### config.mk
export PLATFORM = sky130hd
export DESIGN_NAME = matmul_stream_driver
export DESIGN_NICKNAME = d
export VERILOG_FILES = /design/src/rtl/matmul_stream_driver.sv
export SDC_FILE = /design/constraint.sdc
export NUM_CORES = 1
export LEC_CHECK = 0
export CORE_MARGIN = 2
export CORE_UTILIZATION = 50
export DETAILED_ROUTE_END_ITERATION = 12
export PLACE_DENSITY = 0.84
export SLEW_MARGIN = 10
export SYNTH_ARGS = -nofsm -noshare
export SYNTH_HDL_FRONTEND = slang
export SYNTH_SLANG_ARGS = --single-unit
### constraint.sdc
create_clock -name clk -period 2.3 [get_ports clk]
set_clock_uncertainty 0.1 [all_clocks]
set_input_delay 0.46 -clock clk [delete_from_list [all_inputs] [get_ports clk]]
set_output_delay 0.46 -clock clk [all_outputs]
set_load 0.01 [all_outputs]
### src/rtl/matmul_stream_driver.sv
// Host-side stream driver for the 2x2 unsigned matrix-multiplier core: loads eight
// operand elements, pulses the core once, captures its result and streams it back as four beats.
module matmul_stream_driver #(
    parameter int MM_LATENCY = 1,
    parameter int ELEM_MAX   = 2
) (
    input  logic       clk,
    input  logic       reset,
    input  logic       in_valid,
    output logic       in_ready,
    input  logic [1:0] in_data,
    output logic [7:0] mm_a,
    output logic [7:0] mm_b,
    output logic       mm_ena,
    input  logic [7:0] mm_c_lo,
    input  logic [7:0] mm_c_hi,
    output logic       out_valid,
    input  logic       out_ready,
    output logic [3:0] out_data,
    output logic       out_last,
    output logic       out_err,
    output logic       busy
);
    typedef enum logic [1:0] {LOAD, ISSUE, WAIT, DRAIN} state_t;

    localparam logic [2:0] EMAX = 3'(ELEM_MAX);
    localparam logic [3:0] LAT  = 4'(MM_LATENCY);

    state_t      state, state_nxt;
    logic [2:0]  cnt;
    logic        err;
    logic [3:0]  wait_cnt;
    logic [1:0]  beat;
    logic [15:0] res;
    logic [3:0]  nib;
    logic        accept;
    logic        beat_done;

    // Handshakes decoded from state directly so the FSM block never reads its own outputs.
    assign accept    = in_valid && (state == LOAD);
    assign beat_done = out_ready && (state == DRAIN);
    assign nib       = res[{beat, 2'b00} +: 4];
    assign busy      = (state != LOAD) || (cnt != 3'd0);

    always_ff @(posedge clk) begin
        if (reset) state <= LOAD;
        else       state <= state_nxt;
    end

    always_comb begin
        state_nxt = state;
        in_ready  = 1'b0;
        mm_ena    = 1'b0;
        out_valid = 1'b0;
        out_data  = 4'd0;
        out_last  = 1'b0;
        out_err   = 1'b0;
        case (state)
            LOAD: begin
                in_ready = 1'b1;
                if (in_valid && cnt == 3'd7) state_nxt = ISSUE;
            end
            ISSUE: begin
                mm_ena    = 1'b1;
                state_nxt = WAIT;
            end
            WAIT: begin
                if (wait_cnt == 4'd1) state_nxt = DRAIN;
            end
            DRAIN: begin
                out_valid = 1'b1;
                out_last  = (beat == 2'd3);
                out_err   = err;
                out_data  = err ? 4'd0 : nib;
                if (out_ready && beat == 2'd3) state_nxt = LOAD;
            end
            default: state_nxt = LOAD;
        endcase
    end

    always_ff @(posedge clk) begin
        if (reset) begin
            cnt      <= 3'd0;
            err      <= 1'b0;
            mm_a     <= 8'd0;
            mm_b     <= 8'd0;
            wait_cnt <= 4'd0;
            beat     <= 2'd0;
            res      <= 16'd0;
        end else begin
            if (accept) begin
                if (!cnt[2]) mm_a[{cnt[1:0], 1'b0} +: 2] <= in_data;
                else         mm_b[{cnt[1:0], 1'b0} +: 2] <= in_data;
                if ({1'b0, in_data} > EMAX) err <= 1'b1;
                // Wraps to zero on the eighth element, ready for the next matrix.
                cnt <= cnt + 3'd1;
            end
            if (state == ISSUE) wait_cnt <= LAT;
            if (state == WAIT) begin
                wait_cnt <= wait_cnt - 4'd1;
                if (wait_cnt == 4'd1) res <= {mm_c_hi, mm_c_lo};
            end
            if (beat_done) begin
                beat <= beat + 2'd1;
                if (beat == 2'd3) err <= 1'b0;
            end
        end
    end
endmodule

After elaboration in Yosys (flattened, before gate mapping)
Index checks and enable logic that the tools add are counted.
- flip-flop bits (word level): 44
- input bits: 22
- output and inout port bits: 26
- logic and storage cells: 58
- add/subtract/negate cells: 4
- $lt $le $gt $ge: 1
- eq/ne operators: 9
- shifts and indexed selects: 3
- multiplexer cells: 19
- bitwise logic cells: 1
- reductions and logical operators: 13
- operator list (operator ; count):
    $bwmux W8 ; 2
    $mux W4 ; 4
    $shiftx A16 B5 Y4 ; 1
    $mux W1 ; 9
    $pmux W2 S4 ; 1
    $shift A2 B5 Y8 const A ; 1
    $shiftx A2 B5 Y8 ; 1
    $eq A2 B2 Y1 const B ; 3
    $mux W2 ; 3
    $reduce_and A2 Y1 ; 3
    $neg A3 Y5 ; 1
    $eq A4 B1 Y1 const B ; 1
    $logic_and A1 B1 Y1 ; 4
    $ne A2 B1 Y1 const B ; 2
    $reduce_bool A2 Y1 ; 2
    $sub A4 B1 Y4 const B ; 1
    $add A3 B1 Y3 const B ; 1
    $eq A3 B3 Y1 const B ; 1
    $reduce_and A3 Y1 ; 1
    $reduce_bool A3 Y1 ; 1
    $add A2 B1 Y2 const B ; 1
    $eq A2 B1 Y1 const B ; 1
    $gt A2 B2 Y1 const B ; 1
    $logic_not A2 Y1 ; 1
    3 further kinds ; 3

Longest topological paths before layout
- word-level depth: 5
- depth in mapped cells: 8
- mapped depth without buffers: 5

Least setup slack after synthesis
Ideal clock, no wire load.
- kind: flip-flop to flip-flop
- start: register cnt[0]
- end: register mm_b[5]
- library setup time: 70 ps
- arrival time: 1619 ps
- required time: 2130 ps
- setup slack: 511 ps
- stages on the path, launching flop included: 6
- path buffers: 0
- period minus slack after synthesis: 1789 ps
- cells stage by stage: dfxtp_1 > inv_1 > ha_1 > nand2b_1 > or4_1 > a21oi_1
- longest elaborated chain between the ends: 3
- elaborated cells on any way between the ends: 4
- RTL lines (what ; RTL line ; source):
    start: declaration ; 30 ; logic [2:0] cnt;
    start signal: assignment ; 96 ; cnt <= cnt + 3'd1;
    $neg A3 Y5 * ; 93 ; else mm_b[{cnt[1:0], 1'b0} +: 2] <= in_data;
    $shiftx A2 B5 Y8 / $shift A2 B5 Y8 (equally long branches) ; 93 ;
    $bwmux W8 * ; 93 ;
    end signal: indexed assignment ; 93 ;
    end: declaration ; 13 ; output logic [7:0] mm_b,
Every way passes the cells marked *; elsewhere a longest branch is shown, timed or not.
A chain may end at the register's enable or synchronous reset.

Final worst setup path
- start: register cnt[0]
- end: output busy
- longest elaborated chain between the ends: 2
- RTL lines (what ; RTL line ; source):
    $reduce_bool A3 Y1 ; 43 ; assign busy = (state != LOAD) || (cnt != 3'd0);
    $logic_or A1 B1 Y1 ; 43 ;
    end: declaration ; 22 ; output logic busy
Every way passes these cells.

==> results.py <==
metrics = {
    "status": {
        "status": "finished clean",
    },
    "worst_hold_path": {
        "hold_class": "reg -> reg",
    },
    "synth": {
        "yosys_warnings": 0,
        "avgSynthCellArea_sq_um": 8.85,
        "synth_top_flop_cell": "dfxtp_1",
        "yosys_register_bits": 44,
        "async_flop_share_pct": 0,
        "synthesis.area_sq_um": 2190,
        "synthCells": 247,
        "seq_area_frac_synth_pct": 40.3,
        "synth_edf_count": 0,
        "synth_common_cells": "nand2_1 (54), dfxtp_1 (44), a21oi_1 (31)",
        "synth_nets": 282,
        "yosysTopAreaCell": "dfxtp_1",
        "synth_area_leaders": "dfxtp_1 (40%), nand2_1 (9.3%), ha_1 (7.4%), a21oi_1 (7.1%), mux4_2 (4.1%)",
        "synth_most_common_cell": "nand2_1",
        "synth.top_cell.area_share_pct": 40.3,
        "synth_cell_types": 44,
    },
    "worst_setup_path": {
        "r2r_slack_ns": 0.19,
        "worstPathMaxFanout": 9,
        "rr_worst_depth": 6,
        "cpMaxStageDelayCell": "clkdlybuf4s50_1",
        "critPathMaxStageDelay_ns": 0.54,
        "crit_buf_inv": 2,
        "crit_end": "busy",
        "critical-path-top-delay-family": "buffers and inverters",
        "crit_chain": "inv_1 > ha_2 > nand3b_1 > clkdlybuf4s50_1",
        "criticalPathCategory": "reg -> out",
        "endpoint_kind": "output port",
        "crit_cells": 4,
        "arrival_ns": 1.67,
        "startpoint": "cnt[0]$_SDFFE_PP0N_",
        "r2r_end": "mm_b[6]$_SDFFE_PP0P_",
        "start_kind": "flop",
        "cp_data_required_time_ns": 1.74,
        "reg2reg_from": "cnt[0]$_SDFFE_PP0N_",
    },
    "routing": {
        "wl_per_cell_microns": 13.5,
        "postRouteAntennaNets": 0,
        "vias": 1884,
        "avgViaCountPerCell": 5.41,
        "drt_iter0_drc": 108,
        "drc": 0,
        "wirelength_microns": 4710,
        "first_pass_iters": 4,
    },
    "sta": {
        "layout_setup_ws_ns": 0.0697,
        "hold_ws_ns": 0.358,
        "setup_viol": 0,
        "fmaxAchievable_ghz": 0.448,
        "grt_setup_unrepaired": "false",
        "period_share_pct": 97.0,
        "slew_headroom_pct": 61.4,
        "finalHoldViolations": 0,
        "fin_tns_setup_ns": 0,
        "tightest_slew_ns": 0.578,
        "finalMaxSlewViolations": 0,
        "final.min_clock_period_ns": 2.23,
    },
    "final_layout": {
        "area_delta_synth_final_pct": 30.0,
        "diodes": 0,
        "drive_gt1_share_pct": 11.5,
        "stdcell_count": 348,
        "nets": 330,
    },
    "global_routing": {
        "grt-ovfl-total": 0,
        "grt_max_degree": 32,
        "grt_pass1_wl_microns": 7980,
        "grt_pass1_vias": 1763,
        "grt_antenna_before_repair": 0,
        "grt_usage_pct": 20.1,
    },
    "placed_design": {
        "gp_congestion": 0.831,
        "dpl.hpwl_microns": 3480,
        "post-place-ws_ns": 0.124,
        "dp.cells": 340,
        "numPortBuffers": 47,
    },
    "power": {
        "p_clk_share_pct": 37.8,
        "intPower_mw": 1.18,
        "leakagePower_nw": 1.05,
        "ir_drop_v": 0.000271,
        "seqPwrFrac_pct": 51.1,
        "power_density_nw_per_um2": 533,
        "p_switching_mw": 0.341,
        "netSwitchingFraction_pct": 22.5,
        "pwr-share-comb_pct": 11.1,
    },
    "clocking": {
        "cts_tree": "yes",
        "clockBufferDepth": 2,
        "clock_sinks": 44,
        "clockRootBuffer": "clkbuf_8",
        "cts_buffers": 5,
        "clock_latency_ns": 0.29,
        "clk_pin_slew_ns": 0.08,
        "htree_levels": 2,
    },
    "die": {
        "rows": 24,
        "start_util_pct": 50.9,
        "die_x_microns": 70.1,
        "die_area_sq_um": 4920,
        "die_h_microns": 70.1,
        "coreArea_sq_um": 4290,
        "ios": 48,
    },
    "run": {
        "drv_cap": 0,
    },
}
kinds of logic (layout without fill, tap and decap cells):
family,after synthesis,in the layout,synth area share (%)
buffers and inverters,26,75,5.72
and+or+nand+nor,110,110,28.0
adders and majority gates,13,13,7.44
muxes,8,8,5.95
xor gates and xnor gates,2,2,0.801
AOI/OAI and AO/OA,44,44,11.8
DFF,44,44,40.3
cell type report:
cell class	count	area (sq um)
Fill cell	338	1450
Multi-Input combinational cell	177	1200
Sequential cell	44	888
Timing Repair Buffer	58	551
Clock buffer	6	72.6
Tap cell	52	65.1
Clock inverter	2	35.0
Inverter	9	33.8
what timing repair did:
| item | CTS | global route |
|---|---|---|
| cloned | 0 | 0 |
| hold buffers | 0 | 0 |
| pin swaps | 0 | 0 |
| setup endpoints to repair | 7 | 2 |
| gates resized for setup | 12 | 2 |
| buffers inserted | 0 | 0 |
placed cells by master, fill, tap and decap left out, types with 4 or more instances in the layout:
master,count
nand2_1,54
clkdlybuf4s50_1,42
dfxtp_1,40
a21oi_1,31
buf_4,11
ha_1,10
inv_1,9
nor2_1,8
nand3_1,6
nor2b_1,5
or4_1,5
clkbuf_8,5
nand2b_1,4
mux4_2,4
mux2i_1,4
nand4b_1,4
dlygate4sd2_1,4
stage by stage:
stage	utilization, %	power [mW]	cell area (sq um)
2_1_floorplan	-	0.880	2190
3_3_place_gp	63.2	0.957	2710
5_1_grt	66.2	1.57	2840
4_1_cts	66.1	1.53	2840
6_report	66.2	1.52	2840
3_5_place_dp	63.2	0.959	2710
power groups by stage:
stage	logic, mW	registers [mW]	clock network, mW
2_1_floorplan	0.0872	0.793	0
3_3_place_gp	0.163	0.793	0
3_5_place_dp	0.165	0.794	0
4_1_cts	0.168	0.775	0.583
5_1_grt	0.185	0.776	0.613
6_report	0.169	0.775	0.574
registers in the layout, summed over array words and instances, names as in the netlist:
name / cells
mm_a: 8
res: 16
mm_b: 8
err: 1
cnt: 3
beat: 2
state: 2
wait_cnt: 4
tightest hold or removal path: stages (launching register included):
cell     delay (ns)
dfxtp_1        0.32
nand2_1        0.05
a21oi_1        0.05
worst min-delay path by stage:
stage	slack, ns	start	cells after the start	to
finish	0.36	mm_a[3]$_SDFFE_PP0P_	2	mm_a[3]$_SDFFE_PP0P_
global route	0.38	mm_a[3]$_SDFFE_PP0P_	2	mm_a[3]$_SDFFE_PP0P_
CTS	0.36	mm_a[1]$_SDFFE_PP0P_	2	mm_a[1]$_SDFFE_PP0P_
detailed placement	0.35	mm_a[1]$_SDFFE_PP0P_	2	mm_a[1]$_SDFFE_PP0P_
global placement	0.34	mm_a[0]$_SDFFE_PP0P_	2	mm_a[0]$_SDFFE_PP0P_
floorplan	0.33	res[10]$_SDFFE_PP0P_	2	res[10]$_SDFFE_PP0P_
per-layer routing:
metal,wire [microns],vias up,global-route usage (%)
met5,0,-,0
met3,169,2,5.05
met2,2270,39,31.7
met4,31,0,5.98
li1,-,955,-
met1,2230,888,27.3
(Power assumes the default switching activity.)
